===== config.mk =====
export PLATFORM = sky130hd
export DESIGN_NAME = filt_fifo
export DESIGN_NICKNAME = d
export VERILOG_FILES = /design/src/rtl/sdfm_pkg.sv /design/src/rtl/filt_fifo_mem.sv /design/src/rtl/filt_fifo.sv
export SDC_FILE = /design/constraint.sdc
export NUM_CORES = 1
export LEC_CHECK = 0
export CORE_UTILIZATION = 40
export DETAILED_ROUTE_END_ITERATION = 12
export DONT_BUFFER_PORTS = 1
export PLACE_DENSITY = 0.62
export SLEW_MARGIN = 10
export SYNTH_ARGS = -nofsm -noshare
export SYNTH_HDL_FRONTEND = slang
export SYNTH_SLANG_ARGS = --single-unit

===== constraint.sdc =====
create_clock -name SYSCLK -period 14.1 [get_ports SYSCLK]
set_clock_uncertainty 0.05 [all_clocks]
set_input_delay 2.82 -clock SYSCLK [delete_from_list [all_inputs] [get_ports SYSCLK]]
set_output_delay 2.82 -clock SYSCLK [all_outputs]
set_load 0.005 [all_outputs]

===== src/rtl/sdfm_pkg.sv =====
// Shared constants for the sigma-delta channel datapath: sample width, default
// FIFO depth and the flag bit positions used by the register block.
package sdfm_pkg;
    localparam int SDFM_DATA_W     = 32;
    localparam int SDFM_FIFO_DEPTH = 16;

    localparam int SDFM_FLG_OVF   = 0;
    localparam int SDFM_FLG_UDF   = 1;
    localparam int SDFM_FLG_INT   = 2;
    localparam int SDFM_FLG_FULL  = 3;
    localparam int SDFM_FLG_EMPTY = 4;
endpackage


===== src/rtl/filt_fifo_mem.sv =====
// Sample storage for filt_fifo: register array with one synchronous write port
// and an asynchronous read port, so the head is visible without a read cycle.
module filt_fifo_mem
    import sdfm_pkg::*;
#(
    parameter int DATA_W = SDFM_DATA_W,
    parameter int DEPTH  = SDFM_FIFO_DEPTH,
    localparam int PTR_W = $clog2(DEPTH)
) (
    input  logic              i_clk,
    input  logic              i_we,
    input  logic [PTR_W-1:0]  i_waddr,
    input  logic [DATA_W-1:0] i_wdata,
    input  logic [PTR_W-1:0]  i_raddr,
    output logic [DATA_W-1:0] o_rdata
);
    logic [DATA_W-1:0] r_mem [DEPTH];

    always_ff @(posedge i_clk) begin
        if (i_we) begin
            r_mem[i_waddr] <= i_wdata;
        end
    end

    assign o_rdata = r_mem[i_raddr];
endmodule


===== src/rtl/filt_fifo.sv =====
// Per-channel show-ahead sample FIFO behind the data filter: captures on the
// rising edge of the filter strobe, with threshold interrupt and sticky flags.
module filt_fifo
    import sdfm_pkg::*;
#(
    parameter int DATA_W = SDFM_DATA_W,
    parameter int DEPTH  = SDFM_FIFO_DEPTH,
    parameter int CNT_W  = $clog2(DEPTH) + 1
) (
    input  logic              SYSCLK,
    input  logic              SYSRST,
    input  logic [DATA_W-1:0] filt_data_out,
    input  logic              filt_data_update,
    input  logic              reg_fifoen,
    input  logic [CNT_W-1:0]  reg_fifolvl,
    input  logic              reg_fifoclr,
    input  logic              reg_flgclr,
    input  logic              rd_req,
    output logic [DATA_W-1:0] fifo_data,
    output logic [CNT_W-1:0]  fifo_cnt,
    output logic              fifo_empty,
    output logic              fifo_full,
    output logic              fifo_ovf,
    output logic              fifo_udf,
    output logic              fifo_int
);
    localparam int PTR_W = $clog2(DEPTH);
    localparam logic [CNT_W-1:0] DEPTH_C = CNT_W'(DEPTH);
    localparam logic [CNT_W-1:0] ONE_C   = CNT_W'(1);
    localparam logic [PTR_W-1:0] PTR_ONE = PTR_W'(1);

    logic              r_upd_d;
    logic              r_fifoen_d;
    logic              r_ovf;
    logic              r_udf;
    logic [PTR_W-1:0]  r_wr_ptr;
    logic [PTR_W-1:0]  r_rd_ptr;
    logic [CNT_W-1:0]  r_cnt;
    logic [DATA_W-1:0] r_last;

    logic              w_wr;
    logic              w_flush;
    logic              w_empty;
    logic              w_full;
    logic              w_push;
    logic              w_pop;
    logic              w_set_ovf;
    logic              w_set_udf;
    logic [CNT_W-1:0]  w_eff_depth;
    logic [CNT_W-1:0]  w_lvl;
    logic [DATA_W-1:0] w_head;

    assign w_wr        = filt_data_update & ~r_upd_d;
    assign w_flush     = reg_fifoclr | (reg_fifoen ^ r_fifoen_d);
    assign w_eff_depth = reg_fifoen ? DEPTH_C : ONE_C;
    assign w_empty     = (r_cnt == '0);
    assign w_full      = (r_cnt == w_eff_depth);

    // A pop on a full FIFO frees the slot the same-cycle write lands in.
    assign w_pop     = rd_req & ~w_empty & ~w_flush;
    assign w_push    = w_wr & (~w_full | rd_req) & ~w_flush;
    assign w_set_ovf = w_wr & w_full & ~rd_req & ~w_flush;
    assign w_set_udf = rd_req & w_empty & ~w_flush;

    filt_fifo_mem #(
        .DATA_W (DATA_W),
        .DEPTH  (DEPTH)
    ) u_mem (
        .i_clk   (SYSCLK),
        .i_we    (w_push),
        .i_waddr (r_wr_ptr),
        .i_wdata (filt_data_out),
        .i_raddr (r_rd_ptr),
        .o_rdata (w_head)
    );

    always_ff @(posedge SYSCLK or posedge SYSRST) begin
        if (SYSRST) begin
            r_upd_d    <= 1'b0;
            r_fifoen_d <= 1'b1;
            r_ovf      <= 1'b0;
            r_udf      <= 1'b0;
            r_wr_ptr   <= '0;
            r_rd_ptr   <= '0;
            r_cnt      <= '0;
            r_last     <= '0;
        end else begin
            r_upd_d    <= filt_data_update;
            r_fifoen_d <= reg_fifoen;
            r_ovf      <= w_set_ovf | (r_ovf & ~reg_flgclr);
            r_udf      <= w_set_udf | (r_udf & ~reg_flgclr);
            if (w_flush) begin
                r_wr_ptr <= '0;
                r_rd_ptr <= '0;
                r_cnt    <= '0;
            end else begin
                if (w_push) begin
                    r_wr_ptr <= r_wr_ptr + PTR_ONE;
                end
                if (w_pop) begin
                    r_rd_ptr <= r_rd_ptr + PTR_ONE;
                    r_last   <= w_head;
                end
                r_cnt <= r_cnt + CNT_W'(w_push) - CNT_W'(w_pop);
            end
        end
    end

    // Once drained, keep showing the last sample popped rather than stale RAM.
    assign w_lvl      = (reg_fifolvl == '0) ? ONE_C : reg_fifolvl;
    assign fifo_data  = w_empty ? r_last : w_head;
    assign fifo_cnt   = r_cnt;
    assign fifo_empty = w_empty;
    assign fifo_full  = w_full;
    assign fifo_ovf   = r_ovf;
    assign fifo_udf   = r_udf;
    assign fifo_int   = (r_cnt >= w_lvl);
endmodule


After elaboration in Yosys (flattened, before gate mapping)
Memory sizes are Yosys's and may differ from the RTL's.
Index checks and enable logic that the tools add are counted.
{"block": "op_classes", "n_bitwise": 23, "magnitude_cmp": 1, "n_addsub": 4, "reduce_logical": 5, "mux": 10, "n_eq_ne": 1}
{"cell": "$mux 32", "count": 1}
{"cell": "$mux 4", "count": 4}
{"cell": "$mux 5", "count": 3}
{"cell": "$and 1x1->1", "count": 12}
{"cell": "$logic_not 5->1", "count": 2}
{"cell": "$add 4x1->4 const B", "count": 2}
{"cell": "$not 1->1", "count": 6}
{"cell": "$add 5x1->5", "count": 1}
{"cell": "$eq 5x5->1", "count": 1}
{"cell": "$ge 5x5->1", "count": 1}
{"cell": "$sub 5x1->5", "count": 1}
{"cell": "$or 1x1->1", "count": 4}
{"cell": "$reduce_bool 2->1", "count": 2}
{"cell": "$mux 1", "count": 2}
{"cell": "$reduce_and 2->1", "count": 1}
{"cell": "$xor 1x1->1", "count": 1}
{"block": "word_totals", "mem_bits_rw": 512, "ff_bits": 49, "mem_count": 1, "output_inout_bits": 42}
{"memory": "u_mem.r_mem", "words": 16, "word_bits": 32, "rd": 1, "rd_ports_with_merged_regs": 0, "wr": 1, "line": "filt_fifo_mem.sv:17", "source": "logic [DATA_W-1:0] r_mem [DEPTH];"}

Longest topological paths before layout
Gate-level depths: netlist of the first run.
{"block": "depth", "ltp_word": 9, "depth_mapped": 19, "mapped_depth_nobuf": 16}

Modules after synthesis
A second synthesis of the first run with hierarchy kept.
{"block": "unflattened", "hier_cells": 1021, "hier_area_um2": 21874.7}
{"mod": "filt_fifo_mem", "instances": 1, "seq_area_each_um2": 15374.7, "cells_each": 806, "area_each_um2": 19213.4}
{"mod": "filt_fifo", "instances": 1, "seq_area_each_um2": 1227.4, "cells_each": 215, "area_each_um2": 2661.3}

Worst setup path after synthesis of the first run
Ideal clock, no wire load.
{"block": "synth_path", "path_kind": "input to register", "startpoint": "input rd_req", "endpoint": "memory u_mem.r_mem[0][0] (netlist name) (enable)", "t_arrival_ns": 6.439, "path_buffers": 1, "cell_stages": 4, "required_ns": 13.549, "slack_ns": 7.110, "setup_time_ns": 0.501, "cell_sequence": "clkbuf_1 > a211o_1 > nand3_2 > nor4_1"}
{"block": "synth_between", "elab_chain_len": 5}
{"element": "start: declaration", "line": "filt_fifo.sv:18", "source": "input logic rd_req,"}
{"element": "$or 1x1->1", "line": "filt_fifo.sv:61", "source": "assign w_push = w_wr & (~w_full | rd_req) & ~w_flush;"}
{"element": "$and 1x1->1 (2 in series)", "line": "filt_fifo.sv:61"}
{"element": "$mux 1", "line": "filt_fifo_mem.sv:20", "source": "if (i_we) begin"}
{"element": "$mux 1 (implied by the code)", "line": "filt_fifo_mem.sv:21", "source": "r_mem[i_waddr] <= i_wdata;"}
{"element": "end: declaration", "line": "filt_fifo_mem.sv:17"}
Every way passes these cells.

Worst setup path after layout of the first run
{"block": "layout_path", "startpoint": "input reg_fifolvl[4]", "endpoint": "output fifo_int"}
{"block": "layout_between", "elab_chain_len": 3}
{"element": "start: declaration", "line": "filt_fifo.sv:15", "source": "input logic [CNT_W-1:0] reg_fifolvl,"}
{"element": "$logic_not 5->1", "line": "filt_fifo.sv:110", "source": "assign w_lvl = (reg_fifolvl == '0) ? ONE_C : reg_fifolvl;"}
{"element": "$mux 5 *", "line": "filt_fifo.sv:110"}
{"element": "$ge 5x5->1 *", "line": "filt_fifo.sv:117", "source": "assign fifo_int = (r_cnt >= w_lvl);"}
{"element": "end: declaration", "line": "filt_fifo.sv:25", "source": "output logic fifo_int"}
Mark *: on every way between the ends. The rest lies on a longest branch, timed or not.

==> metrics.md, run 1 <==
| Metric | Value |
|---|---|
| Pleak | `7.72 nW` |
| Vias/cell | `5.36` |
| DPL Wire Length | `23,000 um` |
| Diode count | `0` |
| Gr ovfl total | `0` |
| Post-route ant nets | `0` |
| Crit. End Element | `primary output` |
| Clock Tree Buf Depth | `3` |
| TritonCTS Sinks | `561` |
| Pins Over Slew Limit | `0` |
| RSZ-0062 raised after global routing | `no` |
| Max_slew headroom | `21.8%` |
| Post-synthesis xor/xnor area fraction | `0.393%` |
| Most numerous cell in the Yosys netlist | `edfxtp_1` |
| Synth area leaders | `edfxtp_1 69%, mux4_2 12%, dfrtp_1 5.4%, mux2_2 1.8%, mux2i_1 1.6%` |
| Hold crit path type | `reg2reg` |
| Syn_nets | `1,213` |
| Flop pwr share | `54.4%` |
| Most used flip-flop cell after synthesis | `edfxtp_1` |
| Slowest stage cell, crit path | `ha_1` |
| Worst Setup SP | `reg_fifolvl[4]` |
| First-pass GRT wire length | `69,700 um` |
| Reg2reg setup slack | `10,680 ps` |
| Period minus WS final | `6920 ps` |
| CP peak stage delay | `260 ps` |
| Fmax | `0.145 GHz` |
| Yosys cell types | `44` |
| Area grow syn2layout | `11.7%` |
| Final setup TNS | `0 ps` |
| Core Util, Final | `45.2%` |
| Switch share | `20.1%` |
| Reg2reg path depth | `5` |
| Ys async rst share | `8.73%` |
| Most used cell, CP | `a21oi_1` |
| Synth warn | `0` |
| Logic pwr share | `3.1%` |
| Yosys top cell area share | `68.9%` |
| Max-Cap Viols | `0` |
| H-Tree Depth | `2` |
| Worst Tran Pin Value | `1170 ps` |
| Largest net degree at the start of global routing | `65` |
| Die Span Y | `238 um` |
| End point of the critical path | `fifo_int` |
| Reg2reg end | `r_last[31]` |
| # IOs | `86` |
| CP Data Required Time | `11,230 ps` |
| Root Driver | `clkbuf_16` |
| Syn Area/Cell | `19.4 um^2` |
| Initial Util | `40.5%` |
| Critical path type | `in2out` |
| Met3 global-route usage | `3.86%` |
| Vias | `10,500` |
| Global-route usage over all layers | `16.9%` |
| Final hold vios | `0` |
| Simple-Gate Fraction of Synth Area | `3.25%` |
| CTS tree | `done` |
| Worst r2r src | `r_rd_ptr[2]` |
| Setup repair bufs after CTS | `0` |
| Fin cells | `1,958` |
| Internal power | `0.00275 W` |
| Share of layout cells above drive strength 1 | `25.4%` |
| GRT busiest layer | `met2` |
| Largest family of logic cells by synthesized area | `multiplexers` |
| Row count | `86` |
| Sequential area share after synthesis | `74.4%` |
| Critical Path Fanout Max | `2` |
| Nets | `1,228` |
| Post_cts resized | `0` |
| Most instantiated cells after synthesis | `512 x edfxtp_1, 120 x mux4_2, 91 x nand2_1` |
| DIE WIDTH | `238 um` |
| Post-synthesis adder-cell area fraction | `0.987%` |
| Die outline area | `56,700 um^2` |
| Startpoint Class | `input pin` |
| WP data arrival | `4050 ps` |
| Post-detailed-route DRC marker count | `0` |
| Switching power | `0.000689 W` |
| EDFF count, synth | `512` |
| Met1 usage | `23.9%` |
| Cell count after placement | `1,858` |
| Clock power frac | `42.5%` |
| Wire per inst | `24.0 um` |
| WL final | `47,000 um` |
| IO buf count | `0` |
| DRT iter0 DRCs | `827` |
| Vias in the first global route | `10,700` |
| # setup viols final | `0` |
| PD cells | `138 nW/um^2` |
| Largest area contributor in the netlist | `edfxtp_1` |
| Synthesized flop and latch total | `561` |
| Mapped Cells | `1,152` |
| # hold bufs at CTS | `0` |
| Mapped Area | `22,300 um^2` |
| Period utilization | `49.0%` |
| M2 GR Usage | `26.5%` |
| Peak VDD IR | `102 uV` |
| Initial antenna violation count | `0` |
| Compound-Gate Fraction of Synth Area | `3.40%` |
| CTS Buf Count | `55` |
| Status | `completed` |
| GP Congestion | `0.711` |
| Mux cell area share after synthesis | `15.5%` |
| Core Box Area | `55,100 um^2` |
| Register clock-pin slew on the reported worst setup and hold paths | `60 ps` |
| Cell Chain, Critical Path | `inv_1 > a41o_1 > ha_1 > nand2b_1 > a21oi_1 > nor2b_1 > o21ai_0 > a21oi_1` |
| Worst skew pair latency | `590 ps` |
| Drt pass-1 iters | `5` |
[cell type report]
type,count,area [um^2]
clock buffers,74,1510
clock inverters,26,279
fillers,4699,30200
inverters,23,86.3
multi-input cells,505,5330
flip-flops and latches,561,16600
well taps,748,936
repair buffers,21,158
[registers in the layout (all words and copies together) (netlist names)]
| signal | flops |
|---|---|
| fifo_udf | 1 |
| r_upd_d | 1 |
| u_mem.r_mem | 512 |
| fifo_cnt | 5 |
| r_last | 32 |
| fifo_ovf | 1 |
| r_wr_ptr | 4 |
| r_fifoen_d | 1 |
| r_rd_ptr | 4 |
[per-stage QoR]
stage | hold slack, ps | power, W | area [um^2] | setup WS (ps)
2_1_floorplan | 401 | 0.00198 | 22300 | 7110
3_3_place_gp | 412 | 0.00201 | 23100 | 7310
3_5_place_dp | 421 | 0.00201 | 23100 | 7200
4_1_cts | 435 | 0.00347 | 24900 | 7210
5_1_grt | 454 | 0.00355 | 24900 | 7060
6_report | 432 | 0.00344 | 24900 | 7180
[worst max-delay path: cells and delay by family]
| family | cells | cell delay, ps |
|---|---|---|
| compound gates | 4 | 710 |
| fa+ha+maj | 1 | 260 |
| buf+inv | 1 | 30 |
| simple gates | 2 | 210 |
[how the worst min path moves through the flow]
stage               cells past startpoint       start          to
CTS                                     2  r_last[12]  r_last[12]
global placement                        2  r_last[12]  r_last[12]
floorplan                               2  r_last[11]  r_last[11]
detailed placement                      2  r_last[12]  r_last[12]
global route                            2  r_last[31]  r_last[31]
finish                                  2  r_last[12]  r_last[12]
[power by group through the flow]
stage / sequential [W] / clock (W) / combinational, W
2_1_floorplan: 0.00190 / 0 / 0.0000815
4_1_cts: 0.00187 / 0.00149 / 0.000108
3_3_place_gp: 0.00190 / 0 / 0.000106
3_5_place_dp: 0.00190 / 0 / 0.000108
5_1_grt: 0.00187 / 0.00155 / 0.000124
6_report: 0.00187 / 0.00146 / 0.000105
[layout by cell type, fill, tap and decap left out, drive strengths merged, types with 2 or more instances in the layout]
cell | Yosys | layout
a21oi | 17 | 17
xor2 | 6 | 6
clkbuf | 20 | 74
bufinv | 0 | 6
nor4 | 4 | 4
nor3 | 2 | 2
nor2 | 32 | 32
buf | 43 | 21
nand3 | 7 | 7
nor2b | 3 | 3
a221oi | 4 | 4
nand2b | 8 | 8
dfrtp | 48 | 48
or3 | 2 | 2
mux4 | 120 | 120
nor3b | 2 | 2
nand2 | 91 | 91
inv | 23 | 24
mux2 | 36 | 36
xnor2 | 4 | 4
clkinv | 0 | 19
o21ai | 91 | 91
and2 | 9 | 9
edfxtp | 512 | 512
mux2i | 36 | 36
o221ai | 4 | 4
ha | 16 | 16
[kinds of logic (layout without fill, tap and decap cells)]
kind of cell,Yosys count,after routing
adders and majority gates,17,17
DFF,561,561
AOI/OAI and AO/OA,121,121
and+or+nand+nor,165,165
buffers and inverters,86,144
xor gates and xnor gates,10,10
muxes,192,192
[layer usage]
metal | share of wire [%] | vias to the layer above
li1 | - | 4612
met1 | 46 | 5603
met2 | 47 | 237
met3 | 5.5 | 49
met4 | 1.7 | 0
met5 | 0 | -
(Power assumes the default switching activity.)
==> run 2, diff against run 1 <==
Settings changed: PLACE_DENSITY 0.62 to 0.64.
Clock period 14.1 ns to 6.1 ns, I/O delays scaled along.
==> run 2 against run 1 <==
Highest routed layer unchanged. Total power is 130% higher. Core utilization is 0.22 points higher. Clock power is 130% higher. Cell count is 0.77% higher. Via count is 2.7% higher. Largest power group unchanged. Clock-buffer cell count is 1 higher. Hold slack better by 1.8 ps. Sequential power is 130% higher. Largest cell class unchanged.
==> metrics.md, run 2 (synthesized netlist as in run 1, its figures left out) <==
| Metric | Value |
|---|---|
| Post_cts resized | `0 (unchanged)` |
| DRT iter0 DRCs | `1,018 (was 827)` |
| Clock Tree Buf Depth | `3 (unchanged)` |
| CP Data Required Time | `4830 ps (was 11,230 ps)` |
| Area grow syn2layout | `12.2% (was 11.7%)` |
| Most used cell, CP | `a21oi_1 (unchanged)` |
| DIE WIDTH | `238 um (unchanged)` |
| Final setup TNS | `0 ps (unchanged)` |
| Status | `completed (unchanged)` |
| Peak VDD IR | `240 uV (was 102 uV)` |
| Initial Util | `40.5% (unchanged)` |
| Pleak | `7.78 nW (was 7.72 nW)` |
| Max_slew headroom | `22.7% (was 21.8%)` |
| Post-detailed-route DRC marker count | `0 (unchanged)` |
| # hold bufs at CTS | `0 (unchanged)` |
| Metal2 WL | `23,000 um (was 22,100 um)` |
| Most frequent cells in the layout | `512 x edfxtp_1, 120 x mux4_2, 91 x nand2_1 (unchanged)` |
| First-pass GRT wire length | `71,800 um (was 69,700 um)` |
| Post-route ant nets | `0 (unchanged)` |
| Wire per inst | `24.2 um (was 24.0 um)` |
| Drt pass-1 iters | `5 (unchanged)` |
| H-Tree Depth | `2 (unchanged)` |
| Row count | `86 (unchanged)` |
| Commonest non-fill, non-tap cell in the layout | `edfxtp_1 (unchanged)` |
| Largest net degree at the start of global routing | `65 (unchanged)` |
| Register clock-pin slew on the reported worst setup and hold paths | `60 ps (about the same)` |
| CTS Buf Count | `57 (was 55)` |
| Highest Signal Layer | `met4 (unchanged)` |
| Diode count | `0 (unchanged)` |
| IO buf count | `0 (unchanged)` |
| Crit path buffers/inverters | `1 (unchanged)` |
| RSZ-0062 raised after global routing | `no (unchanged)` |
| Critical path type | `reg2out (was in2out)` |
| Initial antenna violation count | `0 (unchanged)` |
| WL final | `47,800 um (was 47,000 um)` |
| CTS tree | `done (unchanged)` |
| Nets | `1,237 (was 1,228)` |
| Core Util, Final | `45.4% (was 45.2%)` |
| Setup repair bufs after CTS | `0 (unchanged)` |
| Startpoint Class | `register (was input pin)` |
| DPL Wire Length | `25,700 um (was 23,000 um)` |
| Vias in the first global route | `11,100 (was 10,700)` |
| Period minus WS final | `4540 ps` |
| Fmax | `0.220 GHz` |
| Global-route usage over all layers | `17.3% (was 16.9%)` |
| Root Driver | `clkbuf_16 (unchanged)` |
| Hold crit path type | `reg2reg (unchanged)` |
| Max reg flops | `512 (unchanged)` |
| Cell Chain, Critical Path | `buf_4 > nor2_1 > a221oi_1 > a21oi_1 > a21oi_1 (was inv_1 > a41o_1 > ha_1 > nand2b_1 > a21oi_1 > nor2b_1 > o21ai_0 > a21oi_1)` |
| GP Congestion | `0.733 (was 0.711)` |
| TritonCTS Sinks | `561 (unchanged)` |
| Fin worst setup slack | `1560 ps (was 7180 ps)` |
| Die outline area | `56,700 um^2 (unchanged)` |
| Period utilization | `74.5%` |
| PD cells | `319 nW/um^2 (was 138 nW/um^2)` |
| Slowest stage cell, crit path | `dfrtp_4 (was ha_1)` |
| Total power | `0.00798 W (was 0.00344 W)` |
| Largest reg by FF count | `u_mem.r_mem (unchanged)` |
| # IOs | `86 (unchanged)` |
| Vias/cell | `5.47 (was 5.36)` |
| Critical Path Fanout Max | `35 (was 2)` |
| Worst Tran Pin Value | `1160 ps (was 1170 ps)` |
| WP data arrival | `3270 ps (was 4050 ps)` |
| Gr ovfl total | `0 (unchanged)` |
| Final hold vios | `0 (unchanged)` |
| M1 WL | `20,600 um (was 21,500 um)` |
| Core Box Area | `55,100 um^2 (unchanged)` |
| Worst skew pair latency | `610 ps (was 590 ps)` |
| Die Span Y | `238 um (unchanged)` |
| Vias | `10,800 (was 10,500)` |
| Pins Over Slew Limit | `0 (unchanged)` |
| Hold WS | `434 ps (was 432 ps)` |
| Filler cells | `4,678 (was 4,699)` |
| Pre-CTS setup slack | `2170 ps (was 7200 ps)` |
| Reg2reg setup slack | `2780 ps (was 10,680 ps)` |
| CP peak stage delay | `920 ps (was 260 ps)` |
| Met3 WL | `3410 um (was 2600 um)` |
| Max-Cap Viols | `0 (unchanged)` |
| Crit path max-delay family | `compound AO/OA/AOI/OAI gates (unchanged)` |
| Share of layout cells above drive strength 1 | `26.3% (was 25.4%)` |
| # setup viols final | `0 (unchanged)` |
| Crit. End Element | `primary output (unchanged)` |
[run 2: per-stage QoR]
step                instances  cell area [um^2]
detailed placement       1865             23200
global placement         1865             23200
CTS                      1973             25000
finish                   1973             25000
floorplan                1152             22300
global route             1973             25000
[run 2: final timing paths]
path | start | to | cells past startpoint
max | r_rd_ptr[2] | fifo_data[2] | 5
min | r_last[15] | r_last[15] | 2
max reg2reg | fifo_cnt[2] | u_mem.r_mem[12][31] | 8
min reg2reg | r_last[15] | r_last[15] | 2
max in group asynchronous | SYSRST | r_rd_ptr[2] | 2
min in group asynchronous | SYSRST | fifo_cnt[1] | 2
[run 2: final cells by class]
| cell class | instances | area (um^2) | area share (%) |
|---|---|---|---|
| clock buffer | 75 | 1570 | 6.26 |
| clock inverter | 33 | 265 | 1.06 |
| timing repair buffer | 28 | 235 | 0.940 |
| tap | 748 | 936 | 3.74 |
| sequential | 561 | 16600 | 66.4 |
| multi-input combinational | 505 | 5330 | 21.3 |
| inverter | 23 | 86.3 | 0.345 |
[run 2: layer usage]
layer / vias to the layer above / track usage [%]
li1: 4635 / -
met1: 5789 / 23.7
met2: 303 / 27.6
met3: 58 / 4.78
met4: 0 / 4.10
met5: - / 0
[run 2: power breakdown]
part           leakage, nW  internal, W  total (W)  switching, W
registers             5.25      0.00428    0.00433     0.0000465
clock network        0.896      0.00197    0.00341       0.00144
logic                 1.63    0.0000857   0.000249      0.000164
[run 2: worst register-to-register path: stages (launching register included)]
cell and delay (ps):
dfrtp_1 410, inv_1 80, ha_1 200, nand2b_1 130, a211oi_1 100, nor2_1 220, nand4_1 420, nor2_4 1040
buf_4 380
==> run 3, diff against run 2 <==
Settings changed: PLACE_DENSITY 0.64 to 0.62.
Clock period 6.1 ns to 4.7 ns, I/O delays scaled along.
==> run 3 against run 2 <==
Global-route usage about the same. Register-to-register slack worse by 1300 ps. Clock power up 26%. Critical path depth up 3. Setup slack worse by 890 ps. First-iteration DRC count down 6.7%. Total power up 28%. Clock-buffer cell count up 7. Core utilization up 0.073 points. Flip-flop and latch count unchanged. Non-clock buffer count up 11. Wire length about the same. Highest routed layer unchanged.
==> metrics.md, run 3 (synthesized netlist as in run 1, its figures left out) <==
| Metric | Value |
|---|---|
| Status | `completed (unchanged)` |
| Final setup TNS | `0 ps (unchanged)` |
| Commonest non-fill, non-tap cell in the layout | `edfxtp_1 (unchanged)` |
| DPL Wire Length | `25,900 um (was 25,700 um)` |
| Post_cts resized | `0 (unchanged)` |
| CTS Buf Count | `57 (unchanged)` |
| Hold crit path type | `in2reg (was reg2reg)` |
| Root Driver | `clkbuf_16 (unchanged)` |
| Core Box Area | `55,100 um^2 (unchanged)` |
| Die outline area | `56,700 um^2 (unchanged)` |
| IO buf count | `0 (unchanged)` |
| Share of layout cells above drive strength 1 | `25.9% (was 26.3%)` |
| Vias/cell | `5.35 (was 5.47)` |
| DRT iter0 DRCs | `950 (was 1,018)` |
| Met1 usage | `24.0% (was 23.7%)` |
| Area used by multi-input combinational logic | `5330 um^2 (unchanged)` |
| GRT busiest layer | `met2 (unchanged)` |
| Nets | `1,248 (was 1,237)` |
| Fin cells | `1,980 (was 1,973)` |
| Diode count | `0 (unchanged)` |
| Pleak | `7.80 nW (was 7.78 nW)` |
| Die Span Y | `238 um (unchanged)` |
| Wire per inst | `24.1 um (was 24.2 um)` |
| Max_slew headroom | `39.5% (was 22.7%)` |
| First-pass GRT wire length | `71,500 um (was 71,800 um)` |
| Critical Path Fanout Max | `22 (was 35)` |
| Clock Tree Buf Depth | `3 (unchanged)` |
| Period utilization | `85.9%` |
| Gr ovfl total | `0 (unchanged)` |
| Filler cells | `4,656 (was 4,678)` |
| M2 GR Usage | `27.6% (about the same)` |
| Most frequent cells in the layout | `512 x edfxtp_1, 120 x mux4_2, 91 x nand2_1 (unchanged)` |
| Setup repair bufs after CTS | `0 (unchanged)` |
| Crit. End Element | `primary output (unchanged)` |
| Seq. cell area | `16,600 um^2 (unchanged)` |
| Initial Util | `40.5% (unchanged)` |
| Worst skew pair latency | `600 ps (was 610 ps)` |
| Peak VDD IR | `266 uV (was 240 uV)` |
| Global-route usage over all layers | `17.3% (about the same)` |
| Drt pass-1 iters | `5 (unchanged)` |
| # setup viols final | `0 (unchanged)` |
| H-Tree Depth | `2 (unchanged)` |
| Max-Cap Viols | `0 (unchanged)` |
| # IOs | `86 (unchanged)` |
| Area grow syn2layout | `12.4% (was 12.2%)` |
| Startpoint Class | `register (unchanged)` |
| Initial antenna violation count | `0 (unchanged)` |
| Vias in the first global route | `11,000 (was 11,100)` |
| Post-detailed-route DRC marker count | `0 (unchanged)` |
| Largest reg by FF count | `u_mem.r_mem (unchanged)` |
| Worst Tran Pin Value | `907 ps (was 1160 ps)` |
| Register clock-pin slew on the reported worst setup and hold paths | `60 ps (about the same)` |
| Row count | `86 (unchanged)` |
| PD cells | `408 nW/um^2 (was 319 nW/um^2)` |
| Pins Over Slew Limit | `0 (unchanged)` |
| # hold bufs at CTS | `0 (unchanged)` |
| Critical path type | `reg2out (unchanged)` |
| GP Congestion | `0.720 (was 0.733)` |
| Final hold vios | `0 (unchanged)` |
| WP data arrival | `3050 ps (was 3270 ps)` |
| CP peak stage delay | `540 ps (was 920 ps)` |
| Cell Chain, Critical Path | `inv_1 > ha_1 > nand2b_1 > or3_1 > inv_2 > buf_4 > nand2_1 > o21ai_1 (was buf_4 > nor2_1 > a221oi_1 > a21oi_1 > a21oi_1)` |
| DIE WIDTH | `238 um (unchanged)` |
| Met3 global-route usage | `3.61% (was 4.78%)` |
| Post-route ant nets | `0 (unchanged)` |
| Period minus WS final | `4040 ps` |
| Max reg flops | `512 (unchanged)` |
| Cell count after placement | `1,876 (was 1,865)` |
| TritonCTS Sinks | `561 (unchanged)` |
| CP Data Required Time | `3710 ps (was 4830 ps)` |
| CTS tree | `done (unchanged)` |
| Vias | `10,600 (was 10,800)` |
| RSZ-0062 raised after global routing | `no (unchanged)` |
| Fmax | `0.248 GHz` |
| WL final | `47,800 um (about the same)` |
| Slowest stage cell, crit path | `or3_1 (was dfrtp_4)` |
| Largest net degree at the start of global routing | `65 (unchanged)` |
run 3: metal layers:
metal  vias up  part of all wire (%)
met1      5598                    44
met3        67                   5.8
li1       4652                     -
met5         -                     0
met2       272                    48
met4         0                   1.9
run 3: layout make-up:
class	count	area share [%]
inverters	23	0.344
multi-input cells	505	21.3
clock inverters	22	0.803
flip-flops and latches	561	66.3
well taps	748	3.73
clock buffers	82	6.18
repair buffers	39	1.42
run 3: worst paths after layout:
path,from,end,slack [ps],cells past startpoint
worst max-delay path,fifo_cnt[2],fifo_data[9],660,8
worst min-delay path,reg_fifoen,r_fifoen_d,290,0
worst max register to register,fifo_cnt[2],fifo_cnt[4],1510,16
worst min register to register,r_last[4],r_last[4],430,2
max in group asynchronous,SYSRST,r_rd_ptr[2],3310,2
min in group asynchronous,SYSRST,fifo_cnt[1],370,1
run 3: critical path: cells and delay by family (launching register included):
kind,cells,cell delay [ps]
adder cells (fa/ha/maj),1,150
AND/OR/NAND/NOR,3,720
flip-flops,1,450
buffers and inverters,3,1000
AO/OA/AOI/OAI,1,120
run 3: metrics by stage:
step                util, %  cell area (um^2)  power [W]  setup WS [ps]  hold WS [ps]
finish                 45.5             25100     0.0102            663           289
global route           45.5             25100     0.0106            470           257
CTS                    45.5             25100     0.0103            613           251
detailed placement     42.3             23300    0.00604           1150           421
global placement       42.3             23300    0.00603           1170           414
floorplan                 -             22300    0.00594           -410           401
run 3: where the power goes:
group | internal [W] | switching, W
Combinational | 0.000112 | 0.000208
Sequential | 0.00556 | 0.0000567
Clock | 0.00249 | 0.00181
